$ cat src/rtl/i2c_bus_monitor.sv
// Multi-channel I2C bus monitor: START/STOP/byte/ACK decode, sticky errors.
// Define I2C_BUS_MONITOR_SVA_EN to compile protocol assertions and covers.
module i2c_bus_monitor #(
  parameter int NUM_CH      = 2,
  parameter int SYNC_STAGES = 2,
  parameter int WIN_CYCLES  = 64,
  parameter int CNT_W       = 8,
  parameter int NACK_IS_ERR = 1
) (
  input  logic                rd_clk,
  input  logic                rd_rst,
  input  logic [NUM_CH-1:0]   rd_en,
  input  logic [NUM_CH-1:0]   rd_empty,
  input  logic [NUM_CH-1:0]   scl,
  input  logic [NUM_CH-1:0]   sda,
  input  logic                err_clr,
  output logic [NUM_CH*8-1:0] mon_byte,
  output logic [NUM_CH-1:0]   mon_byte_vld,
  output logic [NUM_CH-1:0]   mon_ack,
  output logic [NUM_CH-1:0]   bus_busy,
  output logic [NUM_CH*4-1:0] err_flags,
  output logic [CNT_W-1:0]    err_cnt,
  output logic                irq
);

  localparam int WIN_W = $clog2(WIN_CYCLES + 1);
  localparam logic [WIN_W-1:0] WIN_LD = WIN_W'(WIN_CYCLES);

  typedef enum logic [1:0] {
    IDLE  = 2'd0,
    SHIFT = 2'd1,
    ACK   = 2'd2
  } state_e;

  logic [NUM_CH*4-1:0] det;
  logic [NUM_CH*4-1:0] flags_q, flags_d;
  logic [CNT_W-1:0]    cnt_q, cnt_d;
  logic                irq_q, irq_d;

  for (genvar c = 0; c < NUM_CH; c++) begin : g_ch
    logic [SYNC_STAGES-1:0] scl_sync_q, sda_sync_q;
    logic s_scl, s_sda, p_scl_q, p_sda_q;
    logic start, stop, rise, fall;
    state_e st_q, st_d;
    logic [3:0] bit_cnt_q, bit_cnt_d, eff_cnt;
    logic [7:0] shreg_q, shreg_d;
    logic [7:0] byte_q, byte_d;
    logic rose_q, rose_d;
    logic pend_q, pend_d;
    logic pack_q, pack_d;
    logic ack_q, ack_d;
    logic vld_q, vld_d;
    logic [WIN_W-1:0] win_q, win_d;
    logic busy, frame, nack, toggle;

    always_ff @(posedge rd_clk) begin
      if (rd_rst) begin
        scl_sync_q <= '1;
        sda_sync_q <= '1;
        p_scl_q    <= 1'b1;
        p_sda_q    <= 1'b1;
      end else begin
        scl_sync_q <= {scl_sync_q[SYNC_STAGES-2:0], scl[c]};
        sda_sync_q <= {sda_sync_q[SYNC_STAGES-2:0], sda[c]};
        p_scl_q    <= s_scl;
        p_sda_q    <= s_sda;
      end
    end

    assign s_scl = scl_sync_q[SYNC_STAGES-1];
    assign s_sda = sda_sync_q[SYNC_STAGES-1];
    assign start = p_scl_q & s_scl & p_sda_q & ~s_sda;
    assign stop  = p_scl_q & s_scl & ~p_sda_q & s_sda;
    assign rise  = ~p_scl_q & s_scl;
    assign fall  = p_scl_q & ~s_scl;

    always_ff @(posedge rd_clk) begin
      if (rd_rst) begin
        st_q      <= IDLE;
        bit_cnt_q <= '0;
        shreg_q   <= '0;
        rose_q    <= 1'b0;
        pend_q    <= 1'b0;
        pack_q    <= 1'b0;
        byte_q    <= '0;
        ack_q     <= 1'b0;
        vld_q     <= 1'b0;
        win_q     <= '0;
      end else begin
        st_q      <= st_d;
        bit_cnt_q <= bit_cnt_d;
        shreg_q   <= shreg_d;
        rose_q    <= rose_d;
        pend_q    <= pend_d;
        pack_q    <= pack_d;
        byte_q    <= byte_d;
        ack_q     <= ack_d;
        vld_q     <= vld_d;
        win_q     <= win_d;
      end
    end

    // rose_q marks an SCL rise still high; a START/STOP on it is not data
    always_comb begin
      st_d      = st_q;
      bit_cnt_d = bit_cnt_q;
      shreg_d   = shreg_q;
      rose_d    = rose_q;
      pend_d    = 1'b0;
      pack_d    = pack_q;
      if (start || stop || fall) rose_d = 1'b0;
      unique case (st_q)
        IDLE: begin
          if (start) begin
            st_d      = SHIFT;
            bit_cnt_d = '0;
          end
        end
        SHIFT: begin
          if (stop) begin
            st_d = IDLE;
          end else if (start) begin
            bit_cnt_d = '0;
          end else if (rise) begin
            shreg_d   = {shreg_q[6:0], s_sda};
            bit_cnt_d = bit_cnt_q + 4'd1;
            rose_d    = 1'b1;
            if (bit_cnt_q == 4'd7) st_d = ACK;
          end
        end
        ACK: begin
          if (stop) begin
            st_d = IDLE;
          end else if (start) begin
            st_d      = SHIFT;
            bit_cnt_d = '0;
          end else if (rise) begin
            st_d      = SHIFT;
            bit_cnt_d = '0;
            pend_d    = 1'b1;
            pack_d    = ~s_sda;
          end
        end
        default: st_d = IDLE;
      endcase
    end

    always_comb begin
      eff_cnt = bit_cnt_q - {3'b000, rose_q};
      busy    = (st_q != IDLE);
      frame   = 1'b0;
      nack    = 1'b0;
      if (st_q == SHIFT && (start || stop))
        frame = (eff_cnt != 4'd0);
      if (st_q == ACK && (start || stop))
        frame = 1'b1;
      if (st_q == ACK && rise && s_sda)
        nack = (NACK_IS_ERR != 0);
      toggle = ((s_scl != p_scl_q) || (s_sda != p_sda_q)) &&
               (st_q == IDLE) && (win_q == '0) && !rd_en[c];
      vld_d  = pend_q;
      byte_d = pend_q ? shreg_q : byte_q;
      ack_d  = pend_q ? pack_q : ack_q;
      win_d  = win_q;
      if (rd_en[c]) win_d = WIN_LD;
      else if (win_q != '0) win_d = win_q - 1'b1;
    end

    assign det[4*c +: 4] = {nack, frame, toggle, rd_en[c] & rd_empty[c]};
    assign mon_byte[8*c +: 8] = byte_q;
    assign mon_byte_vld[c]    = vld_q;
    assign mon_ack[c]         = ack_q;
    assign bus_busy[c]        = busy;

`ifdef I2C_BUS_MONITOR_SVA_EN
    a_no_empty_rd: assert property (@(posedge rd_clk) disable iff (rd_rst)
      rd_empty[c] |-> !rd_en[c])
      else $error("ch%0d: read of empty FIFO", c);
    a_no_idle_toggle: assert property (@(posedge rd_clk) disable iff (rd_rst)
      !toggle)
      else $error("ch%0d: bus toggle outside window", c);
    c_start: cover property (@(posedge rd_clk) disable iff (rd_rst)
      start && st_q == IDLE);
    c_rstart: cover property (@(posedge rd_clk) disable iff (rd_rst)
      start && st_q != IDLE);
    c_stop: cover property (@(posedge rd_clk) disable iff (rd_rst)
      stop && st_q != IDLE);
    c_nack: cover property (@(posedge rd_clk) disable iff (rd_rst)
      st_q == ACK && rise && s_sda);
`else
`endif
  end

  always_comb begin
    flags_d = err_clr ? det : (flags_q | det);
    cnt_d   = cnt_q;
    if (err_clr) cnt_d = CNT_W'(|det);
    else if (|det && cnt_q != '1) cnt_d = cnt_q + CNT_W'(1);
    irq_d = |flags_d;
  end

  always_ff @(posedge rd_clk) begin
    if (rd_rst) begin
      flags_q <= '0;
      cnt_q   <= '0;
      irq_q   <= 1'b0;
    end else begin
      flags_q <= flags_d;
      cnt_q   <= cnt_d;
      irq_q   <= irq_d;
    end
  end

  assign err_flags = flags_q;
  assign err_cnt   = cnt_q;
  assign irq       = irq_q;

endmodule

$ cat config.mk
export PLATFORM = sky130hd
export DESIGN_NAME = i2c_bus_monitor
export DESIGN_NICKNAME = d
export VERILOG_FILES = /design/src/rtl/i2c_bus_monitor.sv
export SDC_FILE = /design/constraint.sdc
export NUM_CORES = 1
export LEC_CHECK = 0
export ABC_AREA = 1
export CAP_MARGIN = 30
export CELL_PAD_IN_SITES_DETAIL_PLACEMENT = 1
export CELL_PAD_IN_SITES_GLOBAL_PLACEMENT = 2
export CORE_MARGIN = 2
export CORE_UTILIZATION = 29
export DETAILED_ROUTE_END_ITERATION = 8
export GPL_ROUTABILITY_DRIVEN = 0
export PLACE_DENSITY = 0.73
export SLEW_MARGIN = 20
export SYNTH_ARGS = -nofsm -noshare
export SYNTH_HDL_FRONTEND = slang
export SYNTH_SLANG_ARGS = --single-unit
$ cat constraint.sdc
create_clock -name rd_clk -period 1.8 [get_ports rd_clk]
set_clock_uncertainty 0.2 [all_clocks]
set_input_delay 0.18 -clock rd_clk [delete_from_list [all_inputs] [get_ports rd_clk]]
set_output_delay 0.18 -clock rd_clk [all_outputs]
set_load 0.02 [all_outputs]
Word level (Yosys, flattened, before mapping)
Cells that the tools add are included.
Widths: inputs -> output; s select.

word-level totals
  bits of input ports = 11
  bits in registers = 97

operators by class
  bitwise operators = 31
  equal/unequal tests = 29
  multiplexer cells = 59
  $add $sub $neg = 7
  reductions and logical operators = 53

operators with widths
  cell                 count
  $mux 4               14
  $mux 2               16
  $ne 3x3->1 const B   10
  $mux 7               4
  $pmux 4 s3           2
  $mux 1               20
  $and 1x1->1          16
  $reduce_and 4->1     4
  $reduce_or 8->1      2
  $logic_and 1x1->1    15
  $logic_not 7->1      2
  $not 1->1            14
  $reduce_bool 7->1    2
  $sub 7x1->7 const B  2
  $ne 2x2->1 const B   6
  $pmux 2 s3           2
  $reduce_and 6->1     2
  $reduce_and 5->1     2
  $reduce_bool 2->1    5
  $add 4x1->4 const B  2
  $add 8x1->8 const B  1
  $eq 4x3->1 const B   2
  $mux 8               1
  $ne 4x4->1 const B   2
  other kinds (13)     31

Depth between registers and ports, before layout
Gate-level depths: netlist (run 1).

  depth after elaboration = 11
  depth in mapped cells = 14
  gate-level depth less buffers = 14

Worst setup path before layout (run 1)
Ideal clock, no wire load.

  kind = register to register
  from = register cnt_q[1] (netlist: err_cnt[1])
  to = register cnt_q[0] (netlist: err_cnt[0])
  period minus slack after synthesis = 1.736 ns
  buffers on the path = 0
  setup time = 0.115 ns
  data arrival time = 1.421 ns
  cell stages (with the launch flop) = 7
  required time = 1.485 ns
  slack = 0.064 ns
  cell sequence = dfxtp_1 > ha_1 > nand3_1 > nor4_1 > nand2_1 > a21oi_1 > nor2_1

between the ends
  word-level cells in the longest chain between the ends = 3

ends and longest elaborated chain
  item                                line  text
  from (decl)                         37    logic [CNT_W-1:0] cnt_q, cnt_d;
  from (signal assigned)              209   cnt_q <= cnt_d;
  $ne 8x8->1                          198   else if (|det && cnt_q != '1) cnt_d = cnt_q + CNT_W'(1);
  $logic_and 1x1->1                   198
  $reduce_bool 2->1 (no source line)  n/a

Every way passes these cells.
A chain may end at the register's enable or synchronous reset.

Worst setup path in the final report (run 1)
  from = register g_ch[0].p_scl_q
  to = register cnt_q[2] (netlist: err_cnt[2])

between the ends
  elaborated cells between the ends (all ways) = 22
  those cells by class = 1 x eq/ne; 3 x mux; 7 x bitwise; 11 x reduce/logical

RTL lines
  item                             line  text
  from (decl)                      42    logic s_scl, s_sda, p_scl_q, p_sda_q;
  from (signal assigned)           65    p_scl_q <= s_scl;
  $not 1->1                        74    assign rise = ~p_scl_q & s_scl;
  $and 1x1->1                      74
  named net g_ch[0].rise           43    logic start, stop, rise, fall;
  $logic_and 1x1->1 (2 in series)  157   if (st_q == ACK && rise && s_sda)
  $mux 1                           157
  $reduce_or 8->1                  198
  $logic_and 1x1->1                198

The timed path passes the listed nets, and every way through them passes these cells.

==> metrics.json, run 1 <==
{
  "area_delta_synth_final_pct": 35.6,
  "reg2reg_to": "err_cnt[2]$_SDFFE_PP0P_",
  "p_seq_share_pct": 41.4,
  "post-place-ws_ps": -207,
  "max-slew-margin-rel_pct": 79.7,
  "io-pin-count": 50,
  "worst_hold_path_class": "input pin to flip-flop",
  "placement.cell_area_sq_um": 5290,
  "num_vias": 3892,
  "power_per_cell_area_nw_per_um2": 986,
  "fmax_ghz": 0.551,
  "overflow": 0,
  "clkPwrFrac_pct": 34.0,
  "grt_pass1_wl_mm": 18.8,
  "post_route_wl_mm": 11.3,
  "hold_depth": 2,
  "worst_skew_pair.late_latency_ps": 350,
  "numCtsBuffers": 9,
  "synth.distinct_cells": 35,
  "grt_start_max_net_pins": 48,
  "post_synth_inst_count": 572,
  "grtUsageTotal_pct": 14.5,
  "timing.max_cap.violations": 0,
  "synthesis.nets": 598,
  "netSwitchingFraction_pct": 31.8,
  "min_setup_slack_post_route_ps": -14.0,
  "total_of_endpoints_with_negative_setup_slack_in_the_final_report": 2,
  "routed_len_inst_um": 13.3,
  "post-route-min-period_ps": 1810,
  "hold_path.startpoint": "scl[1]",
  "port-buffer-count": 49,
  "ctsHoldBuffers": 0,
  "critPathKind": "flip-flop to flip-flop",
  "root_buffer": "sky130_fd_sc_hd__clkbuf_16",
  "drt_drc_violations_left": 0,
  "synth-seq-cells": 97,
  "unrepaired_setup_endpoints_after_global_routing": "true",
  "drive_above_1_share_pct": 25.4,
  "tritoncts_clock_tree": "built",
  "start_util_pct": 29.8,
  "hold_viol_final": 0,
  "synthesis.yosys.warnings": 0,
  "combined_area_of_all_synthesized_cells_sq_um": 4330,
  "worst_r2r_path_depth": 9,
  "power_leakage_uw": 0.00268,
  "syn-mean-instance-area_sq_um": 7.57,
  "place_hpwl_mm": 8.08,
  "detail_route.iter0.violations": 121,
  "switchingPower_uw": 1840,
  "viasPerCell": 4.58,
  "crit_arrival_ps": 1900,
  "cts_htree_levels": 3,
  "post-route-period-util_pct": 101,
  "comb_power_share_pct": 24.6,
  "place_inst": 829,
  "failed_checks": "negative setup slack",
  "slew_viol_final": 0,
  "dr.pass1.iters": 4,
  "hold_endpoint": "g_ch[1].scl_sync_q[0]$_SDFF_PP1_",
  "stdcell_count": 850,
  "die_w_um": 126,
  "core.rowCount": 44,
  "antenna_found_initial": 0,
  "worst_path_required_time_ps": 1890,
  "worst_pin_slew_ps": 303,
  "max-clock-path-buffers": 2,
  "cp-start-kind": "flip-flop",
  "vdd.ir_drop.worst_mv": 0.486,
  "cell_internal_power_dissipation_uw": 3950,
  "first_global_vias": 4031,
  "fillers": 1757,
  "chip_height_um": 126,
  "yosysSeqAreaShare_pct": 44.9,
  "floorplan.die_area_sq_um": 15900,
  "reg2reg_slack_ps": -10,
  "core-area_sq_um": 14500,
  "status": "finished with violations",
  "antennaDiodeCount": 0,
  "critical_path.max_fanout": 5,
  "drt.antenna.violating_nets": 0,
  "totalPowerFinal_uw": 5790,
  "clkSlewWorstSetupHoldPaths_ps": 70,
  "r2r_start": "g_ch[0].p_scl_q$_SDFF_PP1_",
  "cts.sinks": 97,
  "finish.net_count": 687,
  "design_area_sq_um": 5870,
  "cp-end-kind": "flip-flop"
}
power by group through the flow:
stage | Clock, uW | Combinational [uW] | Sequential, uW
6_report | 1970 | 1430 | 2400
5_1_grt | 2130 | 1600 | 2410
4_1_cts | 2040 | 1340 | 2390
3_5_place_dp | 0 | 1320 | 2440
3_3_place_gp | 0 | 1280 | 2430
2_1_floorplan | 0 | 902 | 2430
repair_timing:
| item | CTS | global route |
|---|---|---|
| endpoints found under the setup margin | 20 | 29 |
| setup buffers | 2 | 3 |
| resized for setup | 21 | 56 |
| endpoints found under the hold margin | 0 | 0 |
| pin swaps | 9 | 19 |
metal layers:
metal / wire length (um) / global-route usage, %
met5: 0 / 0
met4: 228 / 6.59
met3: 207 / 2.38
met2: 5560 / 24.9
met1: 5300 / 17.7
state kept, by name, summed over array words and instances, names as in the netlist:
name and flops:
g_ch.shreg_q 16, g_ch.win_q 14, g_ch.bit_cnt_q 8, g_ch.p_sda_q 2
g_ch.p_scl_q 2, g_ch.rose_q 2, g_ch.pend_q 2, err_flags 8
g_ch.ack_q 2, g_ch.byte_q 16, g_ch.vld_q 2, g_ch.sda_sync_q 4
g_ch.st_q 4, g_ch.scl_sync_q 4, err_cnt 8, irq 1
g_ch.pack_q 2
worst max path at each step:
stage | startpoint | end | slack (ps) | cells past startpoint
6_report | g_ch[0].p_scl_q$_SDFF_PP1_ | err_cnt[2]$_SDFFE_PP0P_ | -10 | 9
5_1_grt | g_ch[0].bit_cnt_q[0]$_SDFFE_PP0P_ | err_cnt[2]$_SDFFE_PP0P_ | -160 | 10
4_1_cts | g_ch[0].bit_cnt_q[0]$_SDFFE_PP0P_ | err_cnt[5]$_SDFFE_PP0P_ | -70 | 10
3_5_place_dp | err_clr | irq$_SDFF_PP0_ | -210 | 6
3_3_place_gp | err_clr | irq$_SDFF_PP0_ | -180 | 6
2_1_floorplan | err_cnt[1]$_SDFFE_PP0P_ | err_cnt[0]$_SDFFE_PP0P_ | 60 | 6
kinds of logic (layout without fill, tap and decap cells):
logic type               count (synthesis)  in the layout  share of synthesized area [%]
adder cells (fa/ha/maj)                 15             15                           4.34
AND/OR/NAND/NOR                        267            267                           28.4
flip-flops                              97             97                           44.9
AO/OA/AOI/OAI                          101            101                           12.7
XOR/XNOR                                10             10                           2.02
buffers and inverters                   82            176                           7.69
final cells by class:
| cell class | count | area (sq um) | area share (%) |
|---|---|---|---|
| multi-input combinational | 393 | 2280 | 38.9 |
| clock inverter | 5 | 63.8 | 1.09 |
| inverter | 66 | 250 | 4.26 |
| timing repair buffer | 94 | 853 | 14.5 |
| tap | 184 | 230 | 3.92 |
| sequential | 97 | 1960 | 33.3 |
| clock buffer | 11 | 233 | 3.96 |
through the flow:
| step | TNS, ps | hold slack [ps] | util (%) |
|---|---|---|---|
| 2_1_floorplan | 0 | 83.8 | - |
| 3_3_place_gp | -807 | 196 | 36.4 |
| 3_5_place_dp | -1040 | 198 | 36.4 |
| 4_1_cts | -362 | 170 | 38.8 |
| 5_1_grt | -1150 | 177 | 40.4 |
| 6_report | -24.1 | 180 | 40.4 |
critical path, stage by stage, from the launching register on:
cell and delay (ps):
sky130_fd_sc_hd__dfxtp_2 360, sky130_fd_sc_hd__inv_1 50, sky130_fd_sc_hd__ha_1 200, sky130_fd_sc_hd__nand3_1 120, sky130_fd_sc_hd__nand2_1 90, sky130_fd_sc_hd__nor2_2 160, sky130_fd_sc_hd__nand2_4 80, sky130_fd_sc_hd__o21ai_4 260
sky130_fd_sc_hd__nand2_2 90, sky130_fd_sc_hd__a21oi_2 140
cells in the mapped netlist (all sizes together):
master | instances | area, sq um
nor2 | 128 | 520
dfxtp | 97 | 1940
nand2 | 82 | 343
inv | 63 | 239
o21ai | 59 | 310
a21oi | 31 | 155
nand3 | 28 | 175
ha | 15 | 188
nor3 | 15 | 97.6
clkbuf | 9 | 33.8
or2 | 9 | 56.3
buf | 7 | 48.8
xnor2 | 7 | 61.3
clkinv | 3 | 11.3
o31ai | 3 | 22.5
xor2 | 3 | 26.3
a21boi | 2 | 15.0
a22oi | 2 | 15.0
nand4 | 2 | 12.5
nor4 | 2 | 12.5
o211ai | 2 | 15.0
a21o | 1 | 7.51
nor3b | 1 | 12.5
o21bai | 1 | 7.51
cells in the final DEF, fill, tap and decap left out, drive strengths merged:
master	count
nor3	15
clkdlybuf4s15	2
clkbuf	11
nand4	2
nor2	128
or2	9
inv	65
bufinv	1
clkinvlp	1
o21bai	1
o21ai	59
dlymetal6s2s	2
nor3b	1
a21boi	2
xnor2	7
buf	45
nor4	2
a22oi	2
a21o	1
nand3	28
ha	15
a21oi	31
dfxtp	97
dlygate4sd2	7
clkinv	4
o211ai	2
o31ai	3
xor2	3
clkdlybuf4s50	38
nand2	82
No activity file was read; power rests on OpenSTA's default activity.
==> run 2, diff against run 1 <==
- CTS_CLUSTER_SIZE: default -> 40
==> results of run 2 <==
Final layout, timing and power as in run 1 (identical DEF).
